[src/rtl/sqrt_sequencer_if.sv]
// Control/status bundle between the square-root sequencer and its requester/datapath.
// The requester drives start/operand, and the datapath returns the ALU negative flag.
interface sqrt_sequencer_if #(
  parameter int DATA_WIDTH = 32
);
  logic                  start_i;
  logic [DATA_WIDTH-1:0] operand_i;
  logic                  negative_i;
  logic [DATA_WIDTH-1:0] op_data_o;
  logic                  IE;
  logic                  WE;
  logic                  OE;
  logic [2:0]            ADDR_WR;
  logic [2:0]            ADDR_RDA;
  logic [2:0]            ADDR_RDB;
  logic [1:0]            ALU_Op;
  logic                  busy_o;
  logic                  done_o;
  logic                  error_o;

  modport master (
    output start_i, operand_i, negative_i,
    input  op_data_o, IE, WE, OE, ADDR_WR, ADDR_RDA, ADDR_RDB, ALU_Op,
    input  busy_o, done_o, error_o
  );

  modport slave (
    input  start_i, operand_i, negative_i,
    output op_data_o, IE, WE, OE, ADDR_WR, ADDR_RDA, ADDR_RDB, ALU_Op,
    output busy_o, done_o, error_o
  );
endinterface

[src/rtl/sqrt_sequencer.sv]
// Sequences floor(sqrt(x)) by odd-number subtraction on an external register-file/ALU
// datapath; the count of successful subtractions is passed to the datapath output register.
module sqrt_sequencer #(
  parameter int DATA_WIDTH = 32,
  parameter int MAX_ITER   = 46341
) (
  input  logic            clk,
  input  logic            rst_n,
  sqrt_sequencer_if.slave bus
);

  localparam int               CNT_W      = $clog2(MAX_ITER + 1);
  localparam logic [CNT_W-1:0] ITER_LIMIT = CNT_W'(MAX_ITER);

  localparam logic [1:0] ALU_ADD    = 2'b00;
  localparam logic [1:0] ALU_SUB    = 2'b01;
  localparam logic [1:0] ALU_PASS_A = 2'b11;

  localparam logic [2:0] R_X   = 3'd0;
  localparam logic [2:0] R_ODD = 3'd1;
  localparam logic [2:0] R_CNT = 3'd2;
  localparam logic [2:0] R_K1  = 3'd3;
  localparam logic [2:0] R_K2  = 3'd4;

  typedef enum logic [3:0] {
    S_IDLE, S_LD_X, S_LD_ODD, S_LD_CNT, S_LD_K1, S_LD_K2,
    S_SUB, S_INC_CNT, S_INC_ODD, S_OUT, S_DONE, S_ERR
  } state_t;

  typedef struct packed {
    logic                  busy;
    logic                  done;
    logic                  err;
    logic                  ie;
    logic                  we;
    logic                  oe;
    logic [1:0]            alu;
    logic [2:0]            wr;
    logic [2:0]            rda;
    logic [2:0]            rdb;
    logic [DATA_WIDTH-1:0] data;
  } ctrl_t;

  state_t           state;
  state_t           state_nxt;
  ctrl_t            ctrl_q;
  logic [CNT_W-1:0] iter_cnt;
  logic             at_limit;

  assign at_limit = (iter_cnt == ITER_LIMIT);

  function automatic state_t next_of(state_t s, logic start, logic op_msb,
                                     logic neg, logic lim);
    state_t n;
    n = s;
    case (s)
      S_IDLE:    if (start) n = op_msb ? S_ERR : S_LD_X;
      S_LD_X:    n = S_LD_ODD;
      S_LD_ODD:  n = S_LD_CNT;
      S_LD_CNT:  n = S_LD_K1;
      S_LD_K1:   n = S_LD_K2;
      S_LD_K2:   n = S_SUB;
      S_SUB:     n = neg ? S_OUT : (lim ? S_ERR : S_INC_CNT);
      S_INC_CNT: n = S_INC_ODD;
      S_INC_ODD: n = S_SUB;
      S_OUT:     n = S_DONE;
      default:   n = S_IDLE;
    endcase
    return n;
  endfunction

  // Controls are precomputed for the state being entered so they appear registered
  // alongside it; the operand is captured here on the IDLE -> LD_X step.
  function automatic ctrl_t ctrl_for(state_t s, logic [DATA_WIDTH-1:0] operand);
    ctrl_t c;
    c      = '0;
    c.busy = (s != S_IDLE);
    case (s)
      S_LD_X:    begin c.ie = 1'b1; c.we = 1'b1; c.wr = R_X;   c.data = operand;           end
      S_LD_ODD:  begin c.ie = 1'b1; c.we = 1'b1; c.wr = R_ODD; c.data = DATA_WIDTH'(1);    end
      S_LD_CNT:  begin c.ie = 1'b1; c.we = 1'b1; c.wr = R_CNT; c.data = '0;                end
      S_LD_K1:   begin c.ie = 1'b1; c.we = 1'b1; c.wr = R_K1;  c.data = DATA_WIDTH'(1);    end
      S_LD_K2:   begin c.ie = 1'b1; c.we = 1'b1; c.wr = R_K2;  c.data = DATA_WIDTH'(2);    end
      S_SUB:     begin c.rda = R_X;   c.rdb = R_ODD; c.alu = ALU_SUB; c.wr = R_X;           end
      S_INC_CNT: begin c.rda = R_CNT; c.rdb = R_K1;  c.alu = ALU_ADD; c.wr = R_CNT; c.we = 1'b1; end
      S_INC_ODD: begin c.rda = R_ODD; c.rdb = R_K2;  c.alu = ALU_ADD; c.wr = R_ODD; c.we = 1'b1; end
      S_OUT:     begin c.rda = R_CNT; c.alu = ALU_PASS_A; c.oe = 1'b1;                      end
      S_DONE:    c.done = 1'b1;
      S_ERR:     c.err  = 1'b1;
      default:   ;
    endcase
    return c;
  endfunction

  assign state_nxt = next_of(state, bus.start_i, bus.operand_i[DATA_WIDTH-1],
                             bus.negative_i, at_limit);

  always_ff @(posedge clk or negedge rst_n) begin
    if (!rst_n) begin
      state    <= S_IDLE;
      ctrl_q   <= '0;
      iter_cnt <= '0;
    end else begin
      state  <= state_nxt;
      ctrl_q <= ctrl_for(state_nxt, bus.operand_i);
      if (state == S_LD_X)
        iter_cnt <= '0;
      else if (state == S_INC_CNT)
        iter_cnt <= iter_cnt + CNT_W'(1);
    end
  end

  // The remainder is only overwritten while it stays non-negative and the loop is in budget.
  assign bus.WE        = (state == S_SUB) ? (~bus.negative_i & ~at_limit) : ctrl_q.we;
  assign bus.IE        = ctrl_q.ie;
  assign bus.OE        = ctrl_q.oe;
  assign bus.op_data_o = ctrl_q.data;
  assign bus.ADDR_WR   = ctrl_q.wr;
  assign bus.ADDR_RDA  = ctrl_q.rda;
  assign bus.ADDR_RDB  = ctrl_q.rdb;
  assign bus.ALU_Op    = ctrl_q.alu;
  assign bus.busy_o    = ctrl_q.busy;
  assign bus.done_o    = ctrl_q.done;
  assign bus.error_o   = ctrl_q.err;

endmodule

[src/flat_wrapper.sv]
// flat-port wrapper written by rule: the top's interface ports become plain ports
module sqrt_sequencer_flat 
#(
  parameter int DATA_WIDTH = 32,
  parameter int MAX_ITER   = 46341
)
  (clk, rst_n, bus_start_i, bus_operand_i, bus_negative_i, bus_op_data_o, bus_IE, bus_WE, bus_OE, bus_ADDR_WR, bus_ADDR_RDA, bus_ADDR_RDB, bus_ALU_Op, bus_busy_o, bus_done_o, bus_error_o);
  sqrt_sequencer_if #(.DATA_WIDTH(DATA_WIDTH)) bus_i ();
  input  logic clk;
  input  logic rst_n;
  input wire logic [$bits(bus_i.start_i)-1:0] bus_start_i;
  input wire logic [$bits(bus_i.operand_i)-1:0] bus_operand_i;
  input wire logic [$bits(bus_i.negative_i)-1:0] bus_negative_i;
  output wire logic [$bits(bus_i.op_data_o)-1:0] bus_op_data_o;
  output wire logic [$bits(bus_i.IE)-1:0] bus_IE;
  output wire logic [$bits(bus_i.WE)-1:0] bus_WE;
  output wire logic [$bits(bus_i.OE)-1:0] bus_OE;
  output wire logic [$bits(bus_i.ADDR_WR)-1:0] bus_ADDR_WR;
  output wire logic [$bits(bus_i.ADDR_RDA)-1:0] bus_ADDR_RDA;
  output wire logic [$bits(bus_i.ADDR_RDB)-1:0] bus_ADDR_RDB;
  output wire logic [$bits(bus_i.ALU_Op)-1:0] bus_ALU_Op;
  output wire logic [$bits(bus_i.busy_o)-1:0] bus_busy_o;
  output wire logic [$bits(bus_i.done_o)-1:0] bus_done_o;
  output wire logic [$bits(bus_i.error_o)-1:0] bus_error_o;
  assign bus_i.start_i = bus_start_i;
  assign bus_i.operand_i = bus_operand_i;
  assign bus_i.negative_i = bus_negative_i;
  assign bus_op_data_o = bus_i.op_data_o;
  assign bus_IE = bus_i.IE;
  assign bus_WE = bus_i.WE;
  assign bus_OE = bus_i.OE;
  assign bus_ADDR_WR = bus_i.ADDR_WR;
  assign bus_ADDR_RDA = bus_i.ADDR_RDA;
  assign bus_ADDR_RDB = bus_i.ADDR_RDB;
  assign bus_ALU_Op = bus_i.ALU_Op;
  assign bus_busy_o = bus_i.busy_o;
  assign bus_done_o = bus_i.done_o;
  assign bus_error_o = bus_i.error_o;
  sqrt_sequencer #(.DATA_WIDTH(DATA_WIDTH), .MAX_ITER(MAX_ITER)) u_core (.clk(clk), .rst_n(rst_n), .bus(bus_i));
endmodule
[config.mk]
export PLATFORM = sky130hd
export DESIGN_NAME = sqrt_sequencer_flat
export DESIGN_NICKNAME = d
export VERILOG_FILES = /design/src/rtl/sqrt_sequencer_if.sv /design/src/rtl/sqrt_sequencer.sv /design/src/flat_wrapper.sv
export SDC_FILE = /design/constraint.sdc
export NUM_CORES = 1
export LEC_CHECK = 0
export CAP_MARGIN = 5
export CORE_ASPECT_RATIO = 0.7
export CORE_UTILIZATION = 40
export DETAILED_ROUTE_END_ITERATION = 8
export GPL_TIMING_DRIVEN = 0
export PLACE_DENSITY = 0.69
export SYNTH_ARGS = -nofsm -noshare
export SYNTH_HDL_FRONTEND = slang
export SYNTH_SLANG_ARGS = --single-unit
[constraint.sdc]
create_clock -name clk -period 6.4 [get_ports clk]
set_clock_uncertainty 0.15 [all_clocks]
set_input_delay 0.64 -clock clk [delete_from_list [all_inputs] [get_ports clk]]
set_output_delay 0.64 -clock clk [all_outputs]
set_load 0.03 [all_outputs]
* Yosys cells after proc, flatten, opt, wreduce, memory -nomap -nowiden *
Cells that the tools add are included.

word-level totals
  logic and storage cells = 66
  output and inout port bits = 49
  bits of input ports = 36
  flip-flop bits (word level) = 68

cells by class
  reduce and logical (&&, ||, !) cells = 10
  equality and inequality tests = 21
  add/sub/neg operators = 1
  bitwise operators = 3
  multiplexer cells = 18

operators by type and width
  kind                                                 number
  case mux 32 bit (3 select lines)                     1
  case mux 4 bit (9 select lines)                      1
  equality test 4 x 3 -> 1 bit, second input constant  8
  2-to-1 mux 16 bit                                    2
  equality test 4 bit, second input constant           6
  adder 16 x 1 -> 16 bit, second input constant        1
  equality test 16 bit, second input constant          1
  equality test 4 x 2 -> 1 bit, second input constant  4
  2-to-1 mux 4 bit                                     4
  case mux 3 bit (4 select lines)                      1
  OR reduction 2 bit                                   5
  case mux 3 bit (3 select lines)                      1
  equality test 4 x 1 -> 1 bit, second input constant  2
  case mux 2 bit (2 select lines)                      2
  OR reduction 7 bit                                   1
  2-to-1 mux 1 bit                                     6
  OR reduction 5 bit                                   1
  logical NOT 4 bit                                    1
  nonzero test 4 bit                                   1
  inverter 1 bit                                       2
  nonzero test 2 bit                                   1
  bitwise AND 1 bit                                    1

* Longest topological paths before layout *
  word-level depth = 7
  depth in mapped cells = 9
  gate-level depth less buffers = 7

* Worst setup path before layout *
Ideal clock, no wire load.

  kind = register to output
  start point = register u_core.iter_cnt[1]
  end point = output bus_WE
  data arrival time = 1.823 ns
  slack = 3.787 ns
  data required time = 5.610 ns
  cell stages (with the launch flop) = 7
  path buffers = 0
  path through = dfrtp_1 > inv_1 > ha_1 > or4b_4 > o41ai_4 > or2_2 > nand2_1

between the ends
  word-level cells in the longest chain between the ends = 4

ends and longest elaborated chain
  element                 line                   text
  start, declared         sqrt_sequencer.sv:47   logic [CNT_W-1:0] iter_cnt;
  start signal, assigned  sqrt_sequencer.sv:109  iter_cnt <= iter_cnt + CNT_W'(1);
  equality test 16 bit    sqrt_sequencer.sv:50   assign at_limit = (iter_cnt == ITER_LIMIT);
  inverter 1 bit          sqrt_sequencer.sv:114  assign bus.WE = (state == S_SUB) ? (~bus.negative_i & ~at_limit) : ctrl_q.we;
  bitwise AND 1 bit       sqrt_sequencer.sv:114
  2-to-1 mux 1 bit        sqrt_sequencer.sv:114
  end, declared           flat_wrapper.sv:16     output wire logic [$bits(bus_i.WE)-1:0] bus_WE;

Every way passes these cells.

* Worst setup path after layout *
Ends and elaborated chain as after synthesis.

==> results.tsv <==
metric	value	unit
cp_data_arrival_time	2.74	ns
gr-total-overflow	0	
crit_slowest_cell	clkdlybuf4s50_1	
cp_cell_sequence	inv_1 > ha_1 > or4b_4 > o41ai_4 > or2_2 > nand2_1 > clkdlybuf4s50_1	
diodes	0	
final_nets	403	
io_pins	85	
cts_sinks	66	
yosysMostFrequentCell	dfrtp_1	
status	completed	
hp-class	input pin to async pin	
clockBufferDepth	2	
power_density	455	nW/um^2
place_congestion	0.808	
vias_per_cell	4.47	
fp-row-count	26	
cts_setup_buffers	0	
synth_edf_count	0	
htree_levels	3	
timing.fmax	0.283	GHz
ys_ff_latch	66	
netlist_area	3060	sq um
dieArea	8020	sq um
criticalPathCategory	flop to output port	
ant_nets	0	
wirelength	5990	microns
fin_util	57.6	%
relSlewSlack	39.9	%
worst_pin_slew	0.894	ns
timing.final.crit_share	55.2	%
wl_met3	429	microns
yosys.area.top_type	dfrtp_1	
grtUsageTotal	16.5	%
clkLatencyLatePin	0.33	ns
period_minus_slack	3.53	ns
cts_hold_buf	0	
synth.avg_cell_area	11.3	sq um
p_leak	2.00	nW
start_kind	flop	
drc	0	
initial_core_util	41.7	%
hold_violations	0	
yosys-top-cells-area	dfrtp_1 54%, buf_4 11%, and2_4 2.9%	
vias	2090	
antenna_found_initial	0	
dp_hpwl	4340	microns
cts_resized	0	
cts_tree	yes	
wl_met1	2980	microns
first_pass_iters	4	
io_buffers	83	
maxSlewViolCount	0	
cts_root_buf	clkbuf_8	
core	7350	sq um
drv_cap	0	
synthTopCellsByCount	66 x dfrtp_1, 43 x buf_4, 14 x nor2_1, 11 x nand2_1	
synth_top_area_share	53.9	%
async_flop_share	100	%
grt_max_degree	67	
worstPathMaxFanout	5	
die_w	107	microns
area_delta_synth_final	38.3	%
drive_above_1_share	26.5	%
clkSlewWorstSetupHoldPaths	0.07	ns
ys_seq_area_share	53.9	%
yosys_warnings	0	
finalSetupTns	0	ns
report.final.setup_viol	0	
crit_required	5.61	ns
synth_ff_type	dfrtp_1	
syn_inst	270	
wire_per_inst	12.8	microns
crit_path_end_kind	output port	
drt_iter0_drc	64	
grt_first_pass_wirelength	9880	microns
vdd_ir_drop_max	0.263	mV
reg2reg_slack	3.52	ns
die_h	75.2	microns
cp_num_buf_inv	2	
cpPeakStageDelay	0.59	ns
cts_made_buffers	9	
highest_layer	met4	
rsz0062_at_grt	no	
ys_types	50	
critical-path-top-delay-family	simple AND/OR/NAND/NOR gates	
grt_pass1_vias	1981	
met2_length	2500	microns
==> metal layers <==
layer  track usage (%)  vias to the layer above
li1                  -                     1045
met5                 0                        -
met3              4.68                        9
met1              23.6                      960
met4              5.48                        0
met2              24.4                       76
==> cell type report <==
| type | count | area (sq um) |
|---|---|---|
| buffer | 52 | 412 |
| clock buffer | 11 | 141 |
| clock inverter | 5 | 77.6 |
| fill | 642 | 3110 |
| inverter | 9 | 33.8 |
| multi-input combinational | 144 | 971 |
| sequential | 66 | 1650 |
| tap | 98 | 123 |
| timing repair buffer | 83 | 828 |
==> cells by family after synthesis <==
family	Yosys count	synth area share (%)
AO/OA/AOI/OAI	30	7.06
XOR/XNOR	10	2.86
flip-flops	66	53.9
adder cells (fa/ha/maj)	2	0.817
buffers and inverters	61	14.5
AND/OR/NAND/NOR	100	20.7
other	1	0.122
==> worst paths after layout <==
kind                       depth (start not counted)                            endpoint                             from
max in group asynchronous                          1  u_core.bus.op_data_o[19]$_DFF_PN0_                            rst_n
min                                                1  u_core.bus.op_data_o[12]$_DFF_PN0_                            rst_n
max                                                7                              bus_WE   u_core.iter_cnt[1]$_DFFE_PN0P_
min reg2reg                                        2     u_core.iter_cnt[15]$_DFFE_PN0P_  u_core.iter_cnt[15]$_DFFE_PN0P_
max reg2reg                                        9  u_core.bus.op_data_o[16]$_DFF_PN0_   u_core.iter_cnt[1]$_DFFE_PN0P_
min in group clk                                   2     u_core.iter_cnt[15]$_DFFE_PN0P_  u_core.iter_cnt[15]$_DFFE_PN0P_
==> through the flow <==
| stage | instance area, sq um | hold WS (ns) | instances | setup slack [ns] | power [W] |
|---|---|---|---|---|---|
| after global placement | 4020 | 0.382 | 452 | 2.34 | 0.00155 |
| after CTS | 4240 | 0.281 | 468 | 2.85 | 0.00195 |
| after detailed placement | 4020 | 0.414 | 452 | 3.20 | 0.00156 |
| after floorplan | 3070 | 0.194 | 271 | 3.79 | 0.00124 |
| final | 4240 | 0.245 | 468 | 2.87 | 0.00193 |
| after global routing | 4240 | 0.321 | 468 | 2.68 | 0.00204 |
==> cells in the final DEF, fill, tap and decap left out, types with 2 or more instances in the layout <==
| cell type | n |
|---|---|
| bufinv_16 | 2 |
| inv_1 | 9 |
| nand4_1 | 6 |
| buf_4 | 44 |
| or2_2 | 2 |
| clkdlybuf4s50_1 | 82 |
| xor2_1 | 3 |
| nand3_1 | 3 |
| and2_2 | 8 |
| or2b_2 | 2 |
| nand3b_1 | 2 |
| dfrtp_1 | 66 |
| nor3_1 | 8 |
| clkinv_2 | 2 |
| clkbuf_8 | 13 |
| and2_1 | 10 |
| and4b_1 | 2 |
| ha_1 | 2 |
| or3_1 | 5 |
| and3_1 | 5 |
| clkbuf_1 | 4 |
| nor2_1 | 14 |
| o211ai_2 | 2 |
| a21oi_1 | 9 |
| xnor2_1 | 7 |
| o21ai_0 | 9 |
| nand2_1 | 11 |
| and2_4 | 10 |
| a21o_2 | 2 |
| conb_1 | 2 |
==> where the power goes <==
| group | total, W | switching [W] | internal (W) |
|---|---|---|---|
| Sequential | 0.000580 | 0.0000432 | 0.000537 |
| Clock | 0.000381 | 0.000152 | 0.000229 |
| Combinational | 0.000969 | 0.000492 | 0.000477 |
| Total | 0.00193 | 0.000687 | 0.00124 |
==> sequential cells by signal, indices dropped and copies added, names as in the netlist <==
name,cells
u_core.bus.ADDR_RDB,2
u_core.iter_cnt,16
u_core.bus.op_data_o,32
u_core.bus.done_o,1
u_core.bus.IE,1
u_core.bus.ALU_Op,2
u_core.bus.busy_o,1
u_core.state,4
u_core.bus.ADDR_WR,3
u_core.bus.error_o,1
u_core.bus.ADDR_RDA,2
u_core.ctrl_q,1
Note: power is estimated with default switching activity, not from simulation.
